[src/rtl/alu_pkg.sv]
// Package shared by the ALU return-path blocks.
//
// Contents:
//   occ_e          - occupancy states of a 2-entry register slice
//   narrow_res_t   - result of a narrowing operation: {sat, value}
//   NARROW_CALC_WL - width used internally by sat_narrow_f
//   sat_narrow_f   - narrows a sign-extended wide value to narrowWl bits,
//                    clamping to the signed range of the narrow width
package alu_pkg;

    typedef enum logic [1:0] {
        EMPTY = 2'd0,
        ONE   = 2'd1,
        TWO   = 2'd2
    } occ_e;

    // Callers sign-extend their operand to this width, so one function can
    // serve every WIDE_WL/NARROW_WL pair up to 64 bits.
    localparam int NARROW_CALC_WL = 64;

    typedef struct packed {
        logic                             sat;
        logic signed [NARROW_CALC_WL-1:0] value;
    } narrow_res_t;

    // A value fits in narrowWl bits exactly when it lies in
    // [-2^(narrowWl-1), 2^(narrowWl-1)-1]; that is the same condition as the
    // discarded upper bits all matching the new sign bit. Out-of-range values
    // clamp to the nearest end of the narrow range. The returned value is
    // sign-extended; the caller keeps its low narrowWl bits.
    function automatic narrow_res_t sat_narrow_f(
        input logic signed [NARROW_CALC_WL-1:0] wideVal,
        input int                               narrowWl
    );
        narrow_res_t                      res;
        logic signed [NARROW_CALC_WL-1:0] maxVal;
        logic signed [NARROW_CALC_WL-1:0] minVal;
        maxVal = (64'sd1 <<< (narrowWl - 1)) - 64'sd1;
        minVal = -maxVal - 64'sd1;
        res.sat   = 1'b0;
        res.value = wideVal;
        if (wideVal > maxVal) begin
            res.sat   = 1'b1;
            res.value = maxVal;
        end else if (wideVal < minVal) begin
            res.sat   = 1'b1;
            res.value = minVal;
        end
        return res;
    endfunction

endpackage

[src/rtl/skid_buf.sv]
// Two-entry valid/ready register slice.
//
// The output register feeds m_data_o directly; a second (skid) register
// catches the item that arrives in the cycle the downstream stalls, so the
// upstream ready can be a plain flop with no path from m_ready_i.
//
// Ports:
//   clk, rstb             - clock, synchronous active-low reset
//   s_valid_i/s_ready_o   - upstream handshake
//   s_data_i  [DW-1:0]    - upstream payload
//   m_valid_o/m_ready_i   - downstream handshake
//   m_data_o  [DW-1:0]    - downstream payload (registered)
//   accept_o              - an input transfer happens at this edge
module skid_buf
    import alu_pkg::*;
#(
    parameter int DW = 16
) (
    input  logic          clk,
    input  logic          rstb,
    input  logic          s_valid_i,
    output logic          s_ready_o,
    input  logic [DW-1:0] s_data_i,
    output logic          m_valid_o,
    input  logic          m_ready_i,
    output logic [DW-1:0] m_data_o,
    output logic          accept_o
);

    occ_e          state_q, state_d;
    logic [DW-1:0] outData_q, outData_d;
    logic [DW-1:0] skidData_q, skidData_d;
    logic          sReady_q;
    logic          mValid_q;
    logic          pop;

    assign s_ready_o = sReady_q;
    assign m_valid_o = mValid_q;
    assign m_data_o  = outData_q;
    assign accept_o  = s_valid_i & sReady_q;
    assign pop       = mValid_q & m_ready_i;

    // Occupancy next-state: a new item goes straight to the output register
    // whenever that register is (or is becoming) free, otherwise to the skid.
    always_comb begin
        state_d    = state_q;
        outData_d  = outData_q;
        skidData_d = skidData_q;
        case (state_q)
            EMPTY: begin
                if (accept_o) begin
                    outData_d = s_data_i;
                    state_d   = ONE;
                end
            end
            ONE: begin
                if (accept_o && pop) begin
                    outData_d = s_data_i;
                end else if (accept_o) begin
                    skidData_d = s_data_i;
                    state_d    = TWO;
                end else if (pop) begin
                    state_d = EMPTY;
                end
            end
            TWO: begin
                if (pop) begin
                    outData_d = skidData_q;
                    state_d   = ONE;
                end
            end
            default: begin
                state_d = EMPTY;
            end
        endcase
    end

    // Handshake flags are registered from the next state so that neither
    // ready nor valid has a combinational path from the other side.
    always_ff @(posedge clk) begin
        if (!rstb) begin
            state_q    <= EMPTY;
            outData_q  <= '0;
            skidData_q <= '0;
            sReady_q   <= 1'b1;
            mValid_q   <= 1'b0;
        end else begin
            state_q    <= state_d;
            outData_q  <= outData_d;
            skidData_q <= skidData_d;
            sReady_q   <= (state_d != TWO);
            mValid_q   <= (state_d != EMPTY);
        end
    end

endmodule

[src/rtl/sat_narrow.sv]
// Narrows a widened signed ALU result back to operand width with saturation,
// streaming through a 2-entry skid buffer and keeping saturation statistics.
//
// Ports:
//   clk, rstb              - clock, synchronous active-low reset
//   s_valid/s_ready        - upstream handshake
//   s_data   [WIDE_WL-1:0] - signed wide input value
//   m_valid/m_ready        - downstream handshake
//   m_data   [NARROW_WL-1:0] - narrowed or clamped value
//   m_sat                  - m_data was clamped
//   clr_stats              - clears sat_cnt and sat_sticky
//   sat_cnt  [CNT_WL-1:0]  - saturating count of clamped items accepted
//   sat_sticky             - any clamped item accepted since last clear
module sat_narrow
    import alu_pkg::*;
#(
    parameter int WIDE_WL   = 16,
    parameter int NARROW_WL = 15,
    parameter int CNT_WL    = 8
) (
    input  logic                 clk,
    input  logic                 rstb,
    input  logic                 s_valid,
    output logic                 s_ready,
    input  logic [WIDE_WL-1:0]   s_data,
    output logic                 m_valid,
    input  logic                 m_ready,
    output logic [NARROW_WL-1:0] m_data,
    output logic                 m_sat,
    input  logic                 clr_stats,
    output logic [CNT_WL-1:0]    sat_cnt,
    output logic                 sat_sticky
);

    logic [NARROW_CALC_WL-1:0]         sExt;
    narrow_res_t                       narrowRes;
    logic [NARROW_CALC_WL-NARROW_WL-1:0] unusedHiBits;
    logic [NARROW_WL:0]                skidIn;
    logic [NARROW_WL:0]                skidOut;
    logic                              accept;
    logic [CNT_WL-1:0]                 satCnt_q, satCnt_d;
    logic                              satSticky_q, satSticky_d;

    // Saturation is decided on the way in, so each stored item carries its
    // own sat flag alongside the narrowed data.
    assign sExt         = {{(NARROW_CALC_WL-WIDE_WL){s_data[WIDE_WL-1]}}, s_data};
    assign narrowRes    = sat_narrow_f(sExt, NARROW_WL);
    assign unusedHiBits = narrowRes.value[NARROW_CALC_WL-1:NARROW_WL];
    assign skidIn       = {narrowRes.sat, narrowRes.value[NARROW_WL-1:0]};

    skid_buf #(
        .DW(NARROW_WL + 1)
    ) u_skid (
        .clk       (clk),
        .rstb      (rstb),
        .s_valid_i (s_valid),
        .s_ready_o (s_ready),
        .s_data_i  (skidIn),
        .m_valid_o (m_valid),
        .m_ready_i (m_ready),
        .m_data_o  (skidOut),
        .accept_o  (accept)
    );

    assign m_sat      = skidOut[NARROW_WL];
    assign m_data     = skidOut[NARROW_WL-1:0];
    assign sat_cnt    = satCnt_q;
    assign sat_sticky = satSticky_q;

    // Clear is applied first so a clamped item accepted in the same cycle is
    // counted after it; the counter holds at all-ones instead of wrapping.
    always_comb begin
        satCnt_d    = satCnt_q;
        satSticky_d = satSticky_q;
        if (clr_stats) begin
            satCnt_d    = '0;
            satSticky_d = 1'b0;
        end
        if (accept && narrowRes.sat) begin
            satSticky_d = 1'b1;
            if (satCnt_d != '1) begin
                satCnt_d = satCnt_d + CNT_WL'(1);
            end
        end
    end

    // Statistics registers.
    always_ff @(posedge clk) begin
        if (!rstb) begin
            satCnt_q    <= '0;
            satSticky_q <= 1'b0;
        end else begin
            satCnt_q    <= satCnt_d;
            satSticky_q <= satSticky_d;
        end
    end

endmodule
[config.mk]
export PLATFORM = sky130hd
export DESIGN_NAME = sat_narrow
export DESIGN_NICKNAME = d
export VERILOG_FILES = /design/src/rtl/alu_pkg.sv /design/src/rtl/skid_buf.sv /design/src/rtl/sat_narrow.sv
export SDC_FILE = /design/constraint.sdc
export NUM_CORES = 1
export LEC_CHECK = 0
export ABC_CLOCK_PERIOD_IN_PS = 2800
export CAP_MARGIN = 20
export CORE_MARGIN = 1
export CORE_UTILIZATION = 45
export DETAILED_ROUTE_END_ITERATION = 16
export PLACE_DENSITY = 0.81
export SETUP_SLACK_MARGIN = 0.5
export SYNTH_ARGS = -nofsm -noshare
export SYNTH_HDL_FRONTEND = slang
export SYNTH_SLANG_ARGS = --single-unit
export TNS_END_PERCENT = 5
[constraint.sdc]
create_clock -name clk -period 2.8 [get_ports clk]
set_input_delay 0.56 -clock clk [delete_from_list [all_inputs] [get_ports clk]]
set_output_delay 0.56 -clock clk [all_outputs]
set_load 0.005 [all_outputs]
==> impl_metrics.tcl, run 1 <==
set metrics [dict create \
    synth-edff-count 0 \
    rows 24 \
    drive_gt1_share_pct 6.849 \
    critPathLaunchType "input pin" \
    synth_warnings 0 \
    p_leak_nw 1.209 \
    yosysTopAreaCell "dfxtp_1" \
    hpwl_um 3178 \
    num_vias 1874 \
    nets 313 \
    grt_pass1_wl_um 7838 \
    numCtsBuffers 5 \
    antenna_found_initial 0 \
    finalSetupViolations 0 \
    die_area_um2 4946 \
    slew_violations 0 \
    fmax_ghz 0.4901 \
    crit_type "input pin to flop" \
    grt_pass1_vias 1770 \
    insertion_delay_ps 290 \
    htree_levels 2 \
    syn_area_um2 2101 \
    nFillCells 379 \
    initial_core_util_pct 47.59 \
    cp_num_cells 5 \
    postCtsSetupRepairBufs 0 \
    skew_ps 2.461 \
    numPortBuffers 47 \
    cp_max_fo 10 \
    die_h_um 70.33 \
    seqCellArea_um2 900.9 \
    startpoint "s_data[14]" \
    p_per_area_nw_per_um2 536.0 \
    synth.top_cell.area_share_pct 42.88 \
    drc 0 \
    power.internal_w 0.001083 \
    clk_path_buf_depth 2 \
    fin_setup_tns_ps 0 \
    drt_iter0_drc 115 \
    wl_per_cell_um 13.40 \
    path_clk_slew_ps 80 \
    place.gp.congestion 0.8023 \
    crit_slowest_cell "clkdlybuf4s50_1" \
    arrival_ps 2270 \
    root_buffer "clkbuf_8" \
    slew-limit-headroom_pct 59.73 \
    drtPass1Iterations 4 \
    clkPwrFrac_pct 29.8 \
    synth_flop_cell "dfxtp_1" \
    n_antenna_cell 0 \
    coreArea_um2 4414 \
    syn2layout_area_growth_pct 31.09 \
    r2r_start "u_skid.state_q[0]$_SDFF_PN0_" \
    min_from "u_skid.skidData_q[15]$_SDFFE_PN0P_" \
    clock-sinks 45 \
    synth_nets 267 \
    routed_wl_um 4611 \
    grt_max_degree 32 \
    outcome "finished clean" \
    ys_ff_latch 45 \
    path_cells "clkdlybuf4s50_1 > xor2_2 > o2111ai_4 > or3_1 > a21oi_1" \
    rsz0062_at_grt "no" \
    peakVddDrop_mv 0.4732 \
    cp_top_family "buffers and inverters" \
    min_path_type "flop to flop" \
    die_w_um 70.33 \
    via_per_inst 5.448 \
    seq_area_frac_synth_pct 42.88 \
    synth_cell_types 35 \
    grt.overflow.total 0 \
    synth_cells 245 \
    worst-r2r-setup-slack_ps 940 \
    fin_crit_ps 2040 \
    groute.usage.overall_pct 19.77 \
    async_flop_share_pct 0 \
    slowest_delay_ps 520 \
    comb_power_share_pct 21.5 \
    crit_required_ps 3030 \
    cp-end-kind "flop" \
    p_sw_w 0.0003930 \
    max_cap_viol_count 0 \
    pwr-share-seq_pct 48.8 \
    setup.worst_path.end "sat_cnt[5]$_SDFF_PN0_" \
    finalCritPeriodShare_pct 72.87 \
    cts_tree "yes" \
    worstMarginPinSlew_ps 604.1 \
    power_w 0.001476 \
    avgSynthCellArea_um2 8.575 \
    p_sw_share_pct 26.62 \
    cp.buffers_inverters 1 \
    drtAntennaViolNets 0 \
    ff2ff_path_depth 5 \
    num_io_pins 48 \
    hold_violations 0 \
    r2r-end "u_skid.m_data_o[15]$_SDFFE_PN0P_" \
    synth_area_leaders "dfxtp_1 43%, mux2i_1 15%, nor2_1 6.1%, a21oi_1 5.2%, o21ai_0 4.1%" \
    multi_input_area_um2 1137 \
]
[metrics by stage]
step                      area, µm²  cells  hold WS (ps)  worst slack (ps)  utilization [%]
after floorplan                2101    245         433.8              1027                -
after global placement         2650    336         442.0             389.5            60.03
after detailed placement       2650    336         448.0             273.1            60.03
after CTS                      2751    344         463.0             563.4            62.33
after global routing           2754    344         509.3             682.5            62.39
final                          2754    344         465.1             759.8            62.39
[logic make-up (layout without fill, tap and decap cells)]
group / after synthesis / in the layout / synth area share, %
compound gates: 64 / 64 / 17.93
flops: 45 / 45 / 42.88
simple gates: 82 / 82 / 18.11
fa+ha+maj: 1 / 1 / 0.5955
xor+xnor: 2 / 2 / 1.191
mux: 33 / 33 / 15.78
buf+inv: 18 / 65 / 3.514
[power by group through the flow]
stage,logic (W),clock network [W],registers [W]
2_1_floorplan,0.000165,0,0.000733
3_3_place_gp,0.000310,0,0.000734
3_5_place_dp,0.000317,0,0.000734
4_1_cts,0.000319,0.000450,0.000720
5_1_grt,0.000347,0.000476,0.000726
6_report,0.000317,0.000440,0.000720
[placed cells by master, fill, tap and decap left out, types with 2 or more instances in the layout]
master	n
nand4_1	2
nand2_1	21
o21ai_0	17
clkbuf_8	7
clkdlybuf4s50_1	46
inv_1	3
nor2b_1	4
nand3_1	6
a21oi_1	22
dfxtp_1	45
buf_4	6
nor2_1	34
o21ai_1	15
and4_1	2
nand2b_1	5
mux2i_1	32
or3_1	3
[registers in the layout, indices dropped and copies added (netlist names)]
name               flops
u_skid.m_data_o       16
sat_sticky             1
u_skid.skidData_q     16
u_skid.m_valid_o       1
u_skid.state_q         2
u_skid.s_ready_o       1
sat_cnt                8
[Yosys cell counts (4+ instances only)]
library cell and number:
dfxtp_1 45, nor2_1 34, mux2i_1 32, a21oi_1 22, nand2_1 21, o21ai_0 17
o21ai_1 15, clkbuf_1 10, nand3_1 6, buf_2 5, nand2b_1 5, nor2b_1 4
[layer usage]
metal / share of wire (%) / wire length, µm / vias up / track usage [%]
met3: 4.0 / 183 / 7 / 3.752
li1: - / - / 955 / -
met4: 1.9 / 89 / 0 / 8.889
met1: 47 / 2159 / 865 / 24.50
met2: 47 / 2178 / 47 / 33.02
met5: 0 / 0 / - / 0
[worst min path at each step]
stage                                               endpoint  slack [ps]  depth (start not counted)
after floorplan           u_skid.skidData_q[15]$_SDFFE_PN0P_         430                          2
after global placement    u_skid.skidData_q[15]$_SDFFE_PN0P_         440                          2
after detailed placement  u_skid.skidData_q[14]$_SDFFE_PN0P_         450                          2
after CTS                 u_skid.skidData_q[15]$_SDFFE_PN0P_         460                          2
after global routing      u_skid.skidData_q[15]$_SDFFE_PN0P_         510                          2
final                     u_skid.skidData_q[15]$_SDFFE_PN0P_         470                          2
[worst register-to-register path: stages (launching register included)]
cell,delay (ps)
dfxtp_1,370
nand2b_1,510
buf_4,330
mux2_2,360
mux2i_1,140
nor2_1,50
[final cells by class]
cell class / count / share of cell area, %
Multi-Input combinational cell: 182 / 41.30
Sequential cell: 45 / 32.71
Timing Repair Buffer: 54 / 19.54
Clock buffer: 7 / 3.498
Tap cell: 52 / 2.363
Inverter: 3 / 0.4089
Clock inverter: 1 / 0.1817
[timing repair]
item,in CTS,in global routing
setup endpoints to repair,0,4
gates resized for setup,0,1
hold buffers,0,0
Power figures use the tool's default switching activity.
==> run 2, diff against run 1 <==
--- a/config.mk
+++ b/config.mk
@@ -5,7 +5,7 @@
 export SDC_FILE = /design/constraint.sdc
 export NUM_CORES = 1
 export LEC_CHECK = 0
-export ABC_CLOCK_PERIOD_IN_PS = 2800
+export ABC_CLOCK_PERIOD_IN_PS = 2100
 export CAP_MARGIN = 20
 export CORE_MARGIN = 1
 export CORE_UTILIZATION = 45
==> constraint.sdc (replaced) <==
create_clock -name clk -period 2.1 [get_ports clk]
set_input_delay 0.42 -clock clk [delete_from_list [all_inputs] [get_ports clk]]
set_output_delay 0.42 -clock clk [all_outputs]
set_load 0.005 [all_outputs]
==> impl_metrics.tcl, run 2 (synthesis gave the netlist of run 1 again) <==
set metrics [dict create \
    cp-end-kind "output pin" \
    peakVddDrop_mv 0.4207 \
    crit_type "flop to output pin" \
    rsz0062_at_grt "yes" \
    fin_setup_tns_ps 0 \
    cp.buffers_inverters 1 \
    final_common_cell "clkdlybuf4s50_1" \
    die_area_um2 4946 \
    fmax_ghz 0.6028 \
    crit_slowest_cell "clkdlybuf4s50_1" \
    insertion_delay_ps 300 \
    min_path_type "flop to flop" \
    hpwl_um 3356 \
    worst-r2r-setup-slack_ps 460 \
    hold_depth 2 \
    nets 334 \
    path_clk_slew_ps 80 \
    num_vias 1989 \
    via_per_inst 5.449 \
    slew_violations 0 \
    whs_endpoint "u_skid.skidData_q[15]$_SDFFE_PN0P_" \
    hold_violations 0 \
    multi_input_area_um2 1179 \
    max_cap_viol_count 0 \
    final_cell_mix "43 x clkdlybuf4s50_1, 39 x dfxtp_1, 34 x nor2_1" \
    root_buffer "clkbuf_8" \
    wirelength_met1_um 2222 \
    drive_gt1_share_pct 16.29 \
    numPortBuffers 47 \
    groute.usage.overall_pct 20.63 \
    outcome "finished clean" \
    seqCellArea_um2 910.9 \
    min_from "u_skid.skidData_q[15]$_SDFFE_PN0P_" \
    path_cells "clkdlybuf4s50_1" \
    grt_pass1_wl_um 8086 \
    routed_wl_um 4866 \
    critPathLaunchType "flop" \
    drt_iter0_drc 74 \
    drtPass1Iterations 4 \
    finalCritPeriodShare_pct 79.00 \
    n_antenna_cell 0 \
    drc 0 \
    die_w_um 70.33 \
    cts_tree "yes" \
    r2r_start "sat_cnt[1]$_SDFF_PN0_" \
    coreArea_um2 4414 \
    finalSetupViolations 0 \
    grt.overflow.total 0 \
    place.gp.congestion 0.7989 \
    arrival_ps 1240 \
    syn2layout_area_growth_pct 41.99 \
    die_h_um 70.33 \
    fin_crit_ps 1659 \
    top_layer "met4" \
    initial_core_util_pct 47.59 \
    slew-limit-headroom_pct 74.17 \
    final_cells 365 \
    clock-sinks 45 \
    grt_max_degree 29 \
    cp_max_fo 5 \
    drtAntennaViolNets 0 \
    dp.cells 348 \
    hold_buffers 0 \
    r2r-end "sat_cnt[0]$_SDFF_PN0_" \
    holdWs_ps 461.9 \
    crit_required_ps 1680 \
    ff2ff_path_depth 7 \
    slowest_delay_ps 530 \
    num_io_pins 48 \
    route.met3.wl_um 228 \
    nFillCells 367 \
    htree_levels 2 \
    rows 24 \
    antenna_found_initial 0 \
    cp_top_family "buffers and inverters" \
    numCtsBuffers 5 \
    p_leak_nw 1.321 \
    p_per_area_nw_per_um2 704.8 \
    wl_per_cell_um 13.33 \
    grt_pass1_vias 1803 \
    clk_path_buf_depth 2 \
    worstMarginPinSlew_ps 382.1 \
    skew_ps 6.397 \
    wl_met2_um 2332 \
    power_w 0.002102 \
]
## run 2: cell types whose count changed in the layout (fill, tap and decap cells not counted), sizes merged
| cell | delta |
|---|---|
| buf | +21 |
| bufinv | +1 |
| clkdlybuf4s15 | +1 |
| clkdlybuf4s50 | -3 |
| clkinv | -1 |
| dlygate4sd2 | +3 |
| dlymetal6s2s | -1 |
## run 2: layout make-up
cell class / count / share of cell area, %
clock buffers: 7 / 2.894
flip-flops and latches: 45 / 30.54
well taps: 52 / 2.181
inverters: 3 / 0.3775
repair buffers: 75 / 23.49
multi-input cells: 182 / 39.51
clock inverters: 1 / 1.007
## run 2: what timing repair did
item / in CTS / in global routing
pin swaps: 4 / 4
buffers inserted: 7 / 2
hold endpoints to repair: 0 / 0
setup endpoints to repair: 34 / 51
resized for setup: 25 / 4
## run 2: worst max-delay path by stage
stage	startpoint	end	slack [ps]	depth (start not counted)
floorplan	clr_stats	sat_cnt[6]$_SDFF_PN0_	470	6
global placement	clr_stats	sat_cnt[0]$_SDFF_PN0_	-70	8
detailed placement	clr_stats	sat_cnt[0]$_SDFF_PN0_	-190	8
CTS	sat_cnt[5]$_SDFF_PN0_	sat_cnt[5]	450	1
global route	sat_cnt[1]$_SDFF_PN0_	sat_cnt[3]$_SDFF_PN0_	380	7
finish	sat_cnt[5]$_SDFF_PN0_	sat_cnt[5]	440	1
## run 2: metal layers
layer	GRT usage, %	up-vias
li1	-	998
met1	26.48	931
met2	32.59	52
met3	5.483	8
met4	8.444	0
met5	0	-
## run 2: power by group
| group | internal, W | switching (W) | total (W) |
|---|---|---|---|
| clock | 0.000388 | 0.000283 | 0.000671 |
| sequential | 0.000919 | 0.0000406 | 0.000960 |
| combinational | 0.000263 | 0.000209 | 0.000472 |
| total | 0.00157 | 0.000532 | 0.00210 |
## run 2: metrics by stage
stage	util, %	setup slack [ps]	instance area, µm²
2_1_floorplan	-	466.7	2101
3_3_place_gp	61.79	-71.55	2728
3_5_place_dp	61.79	-186.0	2728
4_1_cts	66.95	453.1	2955
5_1_grt	67.57	378.3	2983
6_report	67.57	440.9	2983
==> run 3, diff against run 2 <==
--- a/config.mk
+++ b/config.mk
@@ -5,12 +5,12 @@
 export SDC_FILE = /design/constraint.sdc
 export NUM_CORES = 1
 export LEC_CHECK = 0
-export ABC_CLOCK_PERIOD_IN_PS = 2100
+export ABC_CLOCK_PERIOD_IN_PS = 1400
 export CAP_MARGIN = 20
 export CORE_MARGIN = 1
 export CORE_UTILIZATION = 45
 export DETAILED_ROUTE_END_ITERATION = 16
-export PLACE_DENSITY = 0.81
+export PLACE_DENSITY = 0.84
 export SETUP_SLACK_MARGIN = 0.5
 export SYNTH_ARGS = -nofsm -noshare
 export SYNTH_HDL_FRONTEND = slang
==> constraint.sdc (replaced) <==
create_clock -name clk -period 1.4 [get_ports clk]
set_input_delay 0.28 -clock clk [delete_from_list [all_inputs] [get_ports clk]]
set_output_delay 0.28 -clock clk [all_outputs]
set_load 0.005 [all_outputs]
==> impl_metrics.tcl, run 3 (synthesis gave the netlist of run 1 again) <==
set metrics [dict create \
    n_antenna_cell 0 \
    finalCritPeriodShare_pct 119.2 \
    holdWs_ps 481.0 \
    fin_setup_tns_ps -1975 \
    grt.overflow.total 0 \
    fmax_ghz 0.5992 \
    numPortBuffers 47 \
    slowest_delay_ps 370 \
    max_cap_viol_count 0 \
    crit_type "flop to flop" \
    min_path_type "flop to flop" \
    place.gp.congestion 0.8064 \
    numCtsBuffers 5 \
    antenna_found_initial 0 \
    cts_tree "yes" \
    p_leak_nw 1.453 \
    die_w_um 70.33 \
    slew-limit-headroom_pct 72.62 \
    cp-end-kind "flop" \
    insertion_delay_ps 300 \
    clock-sinks 45 \
    grt_pass1_wl_um 9349 \
    outcome "finished with violations" \
    num_io_pins 48 \
    drtPass1Iterations 4 \
    hpwl_um 3612 \
    htree_levels 2 \
    arrival_ps 1890 \
    drt_iter0_drc 137 \
    root_buffer "clkbuf_8" \
    peakVddDrop_mv 0.8060 \
    via_per_inst 5.491 \
    nets 346 \
    finalSetupViolations 12 \
    utilization_pct 72.34 \
    grt_pass1_vias 2023 \
    cp_max_fo 5 \
    groute.usage.overall_pct 23.69 \
    initial_core_util_pct 47.59 \
    setup_slack_ps -269.0 \
    path_cells "nor2b_4 > ha_4 > nand4_1 > buf_4 > o2111ai_4 > or3_4 > a21oi_2" \
    syn2layout_area_growth_pct 52.00 \
    drtAntennaViolNets 0 \
    num_vias 2070 \
    grt_max_degree 29 \
    fin_crit_ps 1669 \
    rows 24 \
    wl_per_cell_um 15.28 \
    p_per_area_nw_per_um2 958.2 \
    critPathLaunchType "flop" \
    slew_violations 0 \
    drc 0 \
    rsz0062_at_grt "yes" \
    die_area_um2 4946 \
    crit_slowest_cell "or3_4" \
    skew_ps 16.11 \
    routed_wl_um 5762 \
    final_common_cell "nor2_1" \
    die_h_um 70.33 \
    violations "setup timing" \
    drive_gt1_share_pct 41.85 \
    hold_buffers 0 \
    final_cell_mix "34 x nor2_1, 31 x mux2i_1, 29 x buf_4" \
    path_clk_slew_ps 90 \
    hold_violations 0 \
    clk_path_buf_depth 2 \
    coreArea_um2 4414 \
    crit_required_ps 1630 \
    worstMarginPinSlew_ps 410.7 \
]
-- run 3: changes by cell type in the layout (fill, tap and decap cells not counted), moves of 7 or more --
cell             before  now
clkdlybuf4s50_1      43   17
dfxtp_1              39   17
dfxtp_2               5   25
buf_2                 0   15
buf_6                 6   18
a21oi_1              22   15
a21oi_2               0    7
buf_4                22   29
-- run 3: worst paths after layout --
| check | slack (ps) | startpoint | cells after the start | endpoint |
|---|---|---|---|---|
| max reg2reg | -270 | sat_cnt[0]$_SDFF_PN0_ | 7 | sat_cnt[5]$_SDFF_PN0_ |
| max | -270 | sat_cnt[0]$_SDFF_PN0_ | 7 | sat_cnt[5]$_SDFF_PN0_ |
| min reg2reg | 480 | u_skid.skidData_q[14]$_SDFFE_PN0P_ | 2 | u_skid.skidData_q[14]$_SDFFE_PN0P_ |
| min | 480 | u_skid.skidData_q[14]$_SDFFE_PN0P_ | 2 | u_skid.skidData_q[14]$_SDFFE_PN0P_ |
-- run 3: layer usage --
metal | routed length, µm | vias to the layer above | track usage (%)
met2 | 2882 | 59 | 40.74
met1 | 2549 | 968 | 29.53
met4 | 123 | 0 | 9.333
met3 | 207 | 12 | 3.463
li1 | - | 1031 | -
met5 | 0 | - | 0
-- run 3: power by group --
group          switching (W)  leakage (nW)  internal (W)
clock network       0.000467        0.0445      0.000355
registers          0.0000678         0.379       0.00139
logic               0.000377          1.03      0.000404
-- run 3: what timing repair did --
item                                    4_1_cts  5_1_grt
setup buffers                                 6        1
gates cloned                                  1        0
endpoints found under the setup margin       72       72
pin swaps                                    37       20
resized for setup                           163       23
-- run 3: layout make-up --
cell class / count / area [µm²]
multi-input combinational: 183 / 1339
tap: 52 / 65.06
sequential: 45 / 943.4
timing repair buffer: 86 / 744.5
clock inverter: 3 / 21.27
fill: 310 / 1221
clock buffer: 5 / 68.82
inverter: 3 / 11.26
-- run 3: per-stage QoR --
stage	total power, W	cell area [µm²]	instances	setup slack [ps]
2_1_floorplan	0.001802	2141	245	-80.33
3_3_place_gp	0.002155	2875	361	-625.8
3_5_place_dp	0.002172	2875	361	-714.0
4_1_cts	0.003005	3095	376	-184.9
5_1_grt	0.003199	3193	377	-323.2
6_report	0.003059	3193	377	-269.0
-- run 3: worst max-delay path: cells and delay by family (launching register included) --
kind / cells / cell delay, ps
AND/OR/NAND/NOR: 3 / 650
AO/OA/AOI/OAI: 2 / 290
flip-flops: 1 / 330
buffers and inverters: 1 / 150
adder cells (fa/ha/maj): 1 / 160
